## src/rtl/disp_cmd_assembler.sv

```systemverilog
// Display command assembler: word/halfword staging slots snapshotted into a
// circular command queue that feeds a ready/valid downstream consumer.
module disp_cmd_assembler #(
  parameter int DEPTH = 4
) (
  input  logic         iClock,
  input  logic         iReset,
  input  logic [1:0]   iBufWriteAddress,
  input  logic [31:0]  iBufWordWriteData,
  input  logic [15:0]  iBufHalfWordWriteData,
  input  logic         iBufWordWriteValid,
  input  logic         iBufHalfWordWriteValid,
  input  logic         iBufIssueCmdValid,
  output logic         oBufIssueCmdReady,
  output logic         oCmdValid,
  input  logic         iCmdReady,
  output logic [127:0] oCmdWords,
  output logic [63:0]  oCmdHalfWords,
  output logic [15:0]  oCmdCount,
  output logic [4:0]   oQueueLevel
);

  localparam int PTR_W = (DEPTH > 1) ? $clog2(DEPTH) : 1;

  logic [31:0]      r_word [4];
  logic [15:0]      r_half [4];
  logic [31:0]      w_word_nxt [4];
  logic [15:0]      w_half_nxt [4];
  logic [127:0]     r_q_words [DEPTH];
  logic [63:0]      r_q_halfs [DEPTH];
  logic [PTR_W-1:0] r_wr_ptr;
  logic [PTR_W-1:0] r_rd_ptr;
  logic [4:0]       r_level;
  logic [15:0]      r_count;
  logic             w_push;
  logic             w_pop;

  // Next slot values double as the snapshot source, so a write landing in the
  // issuing cycle is captured in the pushed command.
  always_comb begin
    for (int i = 0; i < 4; i++) begin
      w_word_nxt[i] = (iBufWordWriteValid && (iBufWriteAddress == 2'(i)))
                      ? iBufWordWriteData : r_word[i];
      w_half_nxt[i] = (iBufHalfWordWriteValid && (iBufWriteAddress == 2'(i)))
                      ? iBufHalfWordWriteData : r_half[i];
    end
  end

  assign oBufIssueCmdReady = (r_level < 5'(DEPTH));
  assign oCmdValid         = (r_level != 5'd0);
  assign w_push            = iBufIssueCmdValid && oBufIssueCmdReady;
  assign w_pop             = oCmdValid && iCmdReady;

  // Queue storage is unreset; masking with valid keeps outputs zero when empty.
  assign oCmdWords     = oCmdValid ? r_q_words[r_rd_ptr] : 128'd0;
  assign oCmdHalfWords = oCmdValid ? r_q_halfs[r_rd_ptr] : 64'd0;
  assign oCmdCount     = r_count;
  assign oQueueLevel   = r_level;

  always_ff @(posedge iClock or negedge iReset) begin
    if (!iReset) begin
      for (int i = 0; i < 4; i++) begin
        r_word[i] <= 32'd0;
        r_half[i] <= 16'd0;
      end
      r_wr_ptr <= '0;
      r_rd_ptr <= '0;
      r_level  <= 5'd0;
      r_count  <= 16'd0;
    end else begin
      for (int i = 0; i < 4; i++) begin
        r_word[i] <= w_word_nxt[i];
        r_half[i] <= w_half_nxt[i];
      end
      if (w_push) begin
        r_wr_ptr <= r_wr_ptr + 1'b1;
        r_count  <= r_count + 16'd1;
      end
      if (w_pop) r_rd_ptr <= r_rd_ptr + 1'b1;
      case ({w_push, w_pop})
        2'b10:   r_level <= r_level + 5'd1;
        2'b01:   r_level <= r_level - 5'd1;
        default: r_level <= r_level;
      endcase
    end
  end

  always_ff @(posedge iClock) begin
    if (w_push) begin
      r_q_words[r_wr_ptr] <= {w_word_nxt[3], w_word_nxt[2], w_word_nxt[1], w_word_nxt[0]};
      r_q_halfs[r_wr_ptr] <= {w_half_nxt[3], w_half_nxt[2], w_half_nxt[1], w_half_nxt[0]};
    end
  end

endmodule

```

## config.mk

```make
export PLATFORM = sky130hd
export DESIGN_NAME = disp_cmd_assembler
export DESIGN_NICKNAME = d
export VERILOG_FILES = /design/src/rtl/disp_cmd_assembler.sv
export SDC_FILE = /design/constraint.sdc
export NUM_CORES = 1
export LEC_CHECK = 0
export BUFFER_PORTS_ARGS = -buffer_cell sky130_fd_sc_hd__buf_2
export CAP_MARGIN = 15
export CORE_MARGIN = 4
export CORE_UTILIZATION = 54
export CTS_CLUSTER_SIZE = 16
export DETAILED_ROUTE_END_ITERATION = 12
export GPL_ROUTABILITY_DRIVEN = 1
export GPL_TIMING_DRIVEN = 1
export MAX_ROUTING_LAYER = met4
export PLACE_DENSITY = 0.84
export SLEW_MARGIN = 5
export SYNTH_ARGS = -nofsm -noshare
export SYNTH_HDL_FRONTEND = slang
export SYNTH_SLANG_ARGS = --single-unit
```

## constraint.sdc

```tcl
create_clock -name iClock -period 5.9 [get_ports iClock]
set_clock_uncertainty 0.2 [all_clocks]
set_input_delay 0.885 -clock iClock [delete_from_list [all_inputs] [get_ports iClock]]
set_output_delay 0.885 -clock iClock [all_outputs]
set_load 0.01 [all_outputs]
```

# Word-level counts from Yosys, hierarchy flattened
# Memory sizes are Yosys's and may differ from the RTL's.
# Index checks and enable logic that the tools add are counted.
[op_classes] n_addsub=5 n_lt_le_gt_ge=1 eq_ne=5 n_reduce_logical=13 mux=13
[ops] op="$mux 128" n=1
[ops] op="$mux 32" n=4
[ops] op="$mux 16" n=4
[ops] op="$mux 64" n=1
[ops] op="$add 16x1->16 const B" n=1
[ops] op="$logic_and 1x1->1" n=10
[ops] op="$pmux 5 s2" n=1
[ops] op="$eq 2x2->1 const B" n=3
[ops] op="$add 5x1->5 const B" n=1
[ops] op="$lt 5x3->1 const B" n=1
[ops] op="$reduce_bool 5->1" n=1
[ops] op="$sub 5x1->5 const B" n=1
[ops] op="$add 2x1->2 const B" n=2
[ops] op="$eq 2x1->1 const B" n=2
[ops] op="$logic_not 2->1" n=1
[ops] op="$mux 1" n=2
[ops] op="$reduce_bool 2->1" n=1
[totals] n_memories=2 ramBits=768 output_inout_bits=215 in_bits=56 ff_bits=217
[memory_table] name="r_q_words" words=4 width=128 rd=1 rd_ports_with_merged_regs=0 write_ports=1 line_no="29" rtl="logic [127:0] r_q_words [DEPTH];"
[memory_table] name="r_q_halfs" words=4 width=64 rd=1 rd_ports_with_merged_regs=0 write_ports=1 line_no="30" rtl="logic [63:0] r_q_halfs [DEPTH];"

# Longest topological paths before layout
[depth] depth_word=4 mapped_depth=12 depth_no_buf=10

# Least setup slack after synthesis
# Ideal clock, no wire load.
[synth_timing] kind="input -> register" startpoint="input port iBufIssueCmdValid" endpoint="memory r_q_halfs[2][0], enable pin" required_time_ns=5.122 stages=1 path_slack_ns=-0.181 t_arrival_ns=5.303 cell_sequence="and3_1"
[synth_between] elab_chain_cells=3
[synth_lines] element="start: declaration" line_no="13" rtl="input logic iBufIssueCmdValid,"
[synth_lines] element="$logic_and 1x1->1" line_no="51" rtl="assign w_push = iBufIssueCmdValid && oBufIssueCmdReady;"
[synth_lines] element="$mux 1" line_no="89" rtl="if (w_push) begin"
[synth_lines] element="$mux 1 (not written as such)" line_no="91" rtl="r_q_halfs[r_wr_ptr] <= {w_half_nxt[3], w_half_nxt[2], w_half_nxt[1], w_half_nxt[0]};"
[synth_lines] element="end: declaration" line_no="30"
# Every way passes these cells.

# Worst setup path in the final report
[layout_timing] startpoint="register r_rd_ptr[0]" endpoint="output port oCmdWords[47]"
[layout_between] elab_chain_cells=2
[layout_lines] element="start: declaration" line_no="32" rtl="logic [PTR_W-1:0] r_rd_ptr;"
[layout_lines] element="start signal: assignment" line_no="79" rtl="if (w_pop) r_rd_ptr <= r_rd_ptr + 1'b1;"
[layout_lines] element="$mem_v2 4x128"
[layout_lines] element="$mux 128" line_no="55" rtl="assign oCmdWords = oCmdValid ? r_q_words[r_rd_ptr] : 128'd0;"
[layout_lines] element="end: declaration" line_no="17" rtl="output logic [127:0] oCmdWords,"
# Every way passes these cells.

==> flow_summary.ini <==
[logic_synthesis]
synth_top_family_by_area = multiplexers
async_reset_ff_frac = 0.220
avgSynthCellArea_um2 = 21.3
netlist_top_cells_count = edfxtp_1 (768), dfrtp_1 (217), and2_1 (193)
synth_compound_area_frac = 0.00151
synthCells = 1751
synth_top_area_cell = edfxtp_1
synth_most_common_cell = edfxtp_1
synth_top_area_frac = 0.618
synth_cell_types = 39
synth_edf_count = 768
synth_seq_cells = 985
synth_fa_ha_area_frac = 0.00302
ys.flop_type = edfxtp_1
synth.area.mux_share = 0.174
synth_area_um2 = 37300
synth_nets = 1816
yosys-top-cells-area = edfxtp_1 (62%), dfrtp_1 (15%), mux4_2 (12%)
seq_area_frac_synth = 0.763
synth_warnings = 0
synthXorXnorAreaFrac = 0.00540
synth-simple-area-share = 0.0418

[clock_tree]
cts_made_buffers = 96
tritoncts = yes
h-tree-depth = 3
cts_buffer_depth = 3
cts.sinks = 985
clk_pin_slew_worst_paths_ns = 0.06
clockRootBuffer = clkbuf_16
cts_resized = 0
clk_latency_ns = 0.64
postCtsHoldBufs = 0
postCtsSetupRepairBufs = 0

[cells_and_area]
drive_gt1_frac = 0.393
syn2layout_area_growth_pct = 15.5
fin_nets = 2127

[job]
drv_cap = 0

[global_route]
antenna_found_initial = 10
gr-total-overflow = 0
grt_pass1_vias = 18700
track_usage = 0.222
grt_max_degree = 109
grt_pass1_wl_um = 119000

[floorplan]
boundaryPins = 271
die_w_um = 271
dieHeight_um = 271
start_util = 0.544
rows = 96
die_area_um2 = 73400
coreArea_um2 = 68600

[worst_setup_path]
required_ns = 4.82
r2r_start = oQueueLevel[2]
cp_max_fo = 40
cp-startpoint = r_rd_ptr[0]
criticalPathCategory = register to primary output
critPathArrivalTime_ns = 3.16
crit_path_end_kind = primary output
critPathLaunchType = register

[routing]
finalWirelength_um = 78700
viasPerCell = 5.77
ant_nets = 0
drtIter0Drc = 1649
drcViolationCount = 0
dr.pass1.iters = 6
wl_per_cell_um = 25.5
via_count = 17800

[placement]
place_congestion = 0.793
place_hpwl_um = 43800
portBuffers = 270

[power_and_ir_drop]
ir_worst_vdd_v = 0.000382
p_leak_nw = 15.2
p_per_area_nw_per_um2 = 474

[timing]
hold_violations = 1
final.min_clock_period_ns = 4.25
max_freq_ghz = 0.236
maxSlewHeadroom = 0.261
fin_setup_tns_ns = 0
hold_ws_ns = -0.00778
finalSetupViolations = 0
rsz0062_at_grt = false
tightest_slew_ns = 1.11
post-route-period-util = 0.720
drv_slew = 0

[min_path]
worstHoldPathType = primary input to asynchronous set/reset pin

[run_status]
failed_checks = negative hold slack
status = complete, but fails checks
==> metal layers <==
layer | vias to the layer above | share of wire | GRT usage
met5 | - | 0 | -
met4 | 0 | 0.018 | 0.0604
met3 | 101 | 0.065 | 0.0408
met2 | 631 | 0.52 | 0.364
met1 | 9533 | 0.39 | 0.291
li1 | 7561 | - | -
==> cells by family (layout without fill, tap and decap cells) <==
kind of cell    Yosys count  count (layout)
fa+ha+maj                 9               9
compound gates            9               9
other cells               0              11
buf+inv                  91             485
flops                   985             985
xor+xnor                 23              23
mux                     385             385
simple gates            249             249
==> through the flow <==
stage | setup slack (ns) | total power (W) | instances | cell area, um2 | utilization
5_1_grt | 1.41 | 0.0213 | 3086 | 43100 | 0.629
2_1_floorplan | 2.02 | 0.0124 | 1751 | 37300 | -
4_1_cts | 1.51 | 0.0206 | 3076 | 43100 | 0.628
6_report | 1.65 | 0.0204 | 3087 | 43100 | 0.629
3_3_place_gp | 2.13 | 0.0144 | 2894 | 39900 | 0.582
3_5_place_dp | 2.23 | 0.0145 | 2895 | 39900 | 0.582
==> flip-flops by register name, summed over array words and instances (netlist names) <==
name / count
r_q_words: 512
oCmdCount: 16
r_rd_ptr: 2
r_wr_ptr: 2
r_q_halfs: 256
r_half: 64
oQueueLevel: 5
r_word: 128
==> path summary, 6_finish.rpt <==
path                                       end  slack, ns  cells after the start
worst min-delay path                 r_word[7]     -0.008                      1
worst max-delay path             oCmdWords[47]       1.65                      4
max in group asynchronous          r_word[106]       4.19                      2
worst min register to register   oCmdCount[15]       0.27                      1
min in group iClock              oCmdCount[15]       0.27                      1
worst max register to register  oQueueLevel[4]       2.45                     10
==> cell usage in the layout, fill, tap and decap left out, types with 3 or more instances in the layout <==
cell	Yosys	layout
dfrtp_1	217	215
and2_1	193	193
xor2_1	8	8
mux4_2	192	192
clkbuf_1	40	23
buf_4	0	16
inv_1	4	4
clkinv_1	0	12
clkbuf_8	0	11
buf_12	0	12
edfxtp_1	768	768
clkinv_4	0	4
diode_2	0	11
clkinv_2	0	17
xnor2_1	15	15
nand4_1	3	3
clkbuf_16	0	97
inv_6	0	3
mux2_1	4	4
mux2_2	189	189
ha_1	9	9
clkinvlp_4	0	3
nor2_1	4	4
nand3_1	11	10
and3_4	0	4
o21ai_0	3	3
bufinv_16	0	8
nand2_1	17	14
buf_2	32	269
==> worst max-delay path: stages (launching register included) <==
cell,delay (ns)
dfrtp_4,1.02
buf_4,0.55
mux4_2,0.62
and2_1,0.18
buf_2,0.13
==> power breakdown <==
| part | switching (W) | internal, W |
|---|---|---|
| Clock | 0.00253 | 0.00353 |
| Sequential | 0.000411 | 0.00842 |
| Combinational | 0.00290 | 0.00262 |
| Total | 0.00584 | 0.0146 |
==> area by class of cell <==
class / count / area, um2
clock buffer: 131 / 2670
inverter: 5 / 26.3
timing repair buffer: 299 / 1750
antenna: 11 / 27.5
multi-input combinational: 675 / 8470
tap: 931 / 1160
clock inverter: 50 / 507
sequential: 985 / 28500
fill: 4486 / 25500
Power figures use the tool's default switching activity.
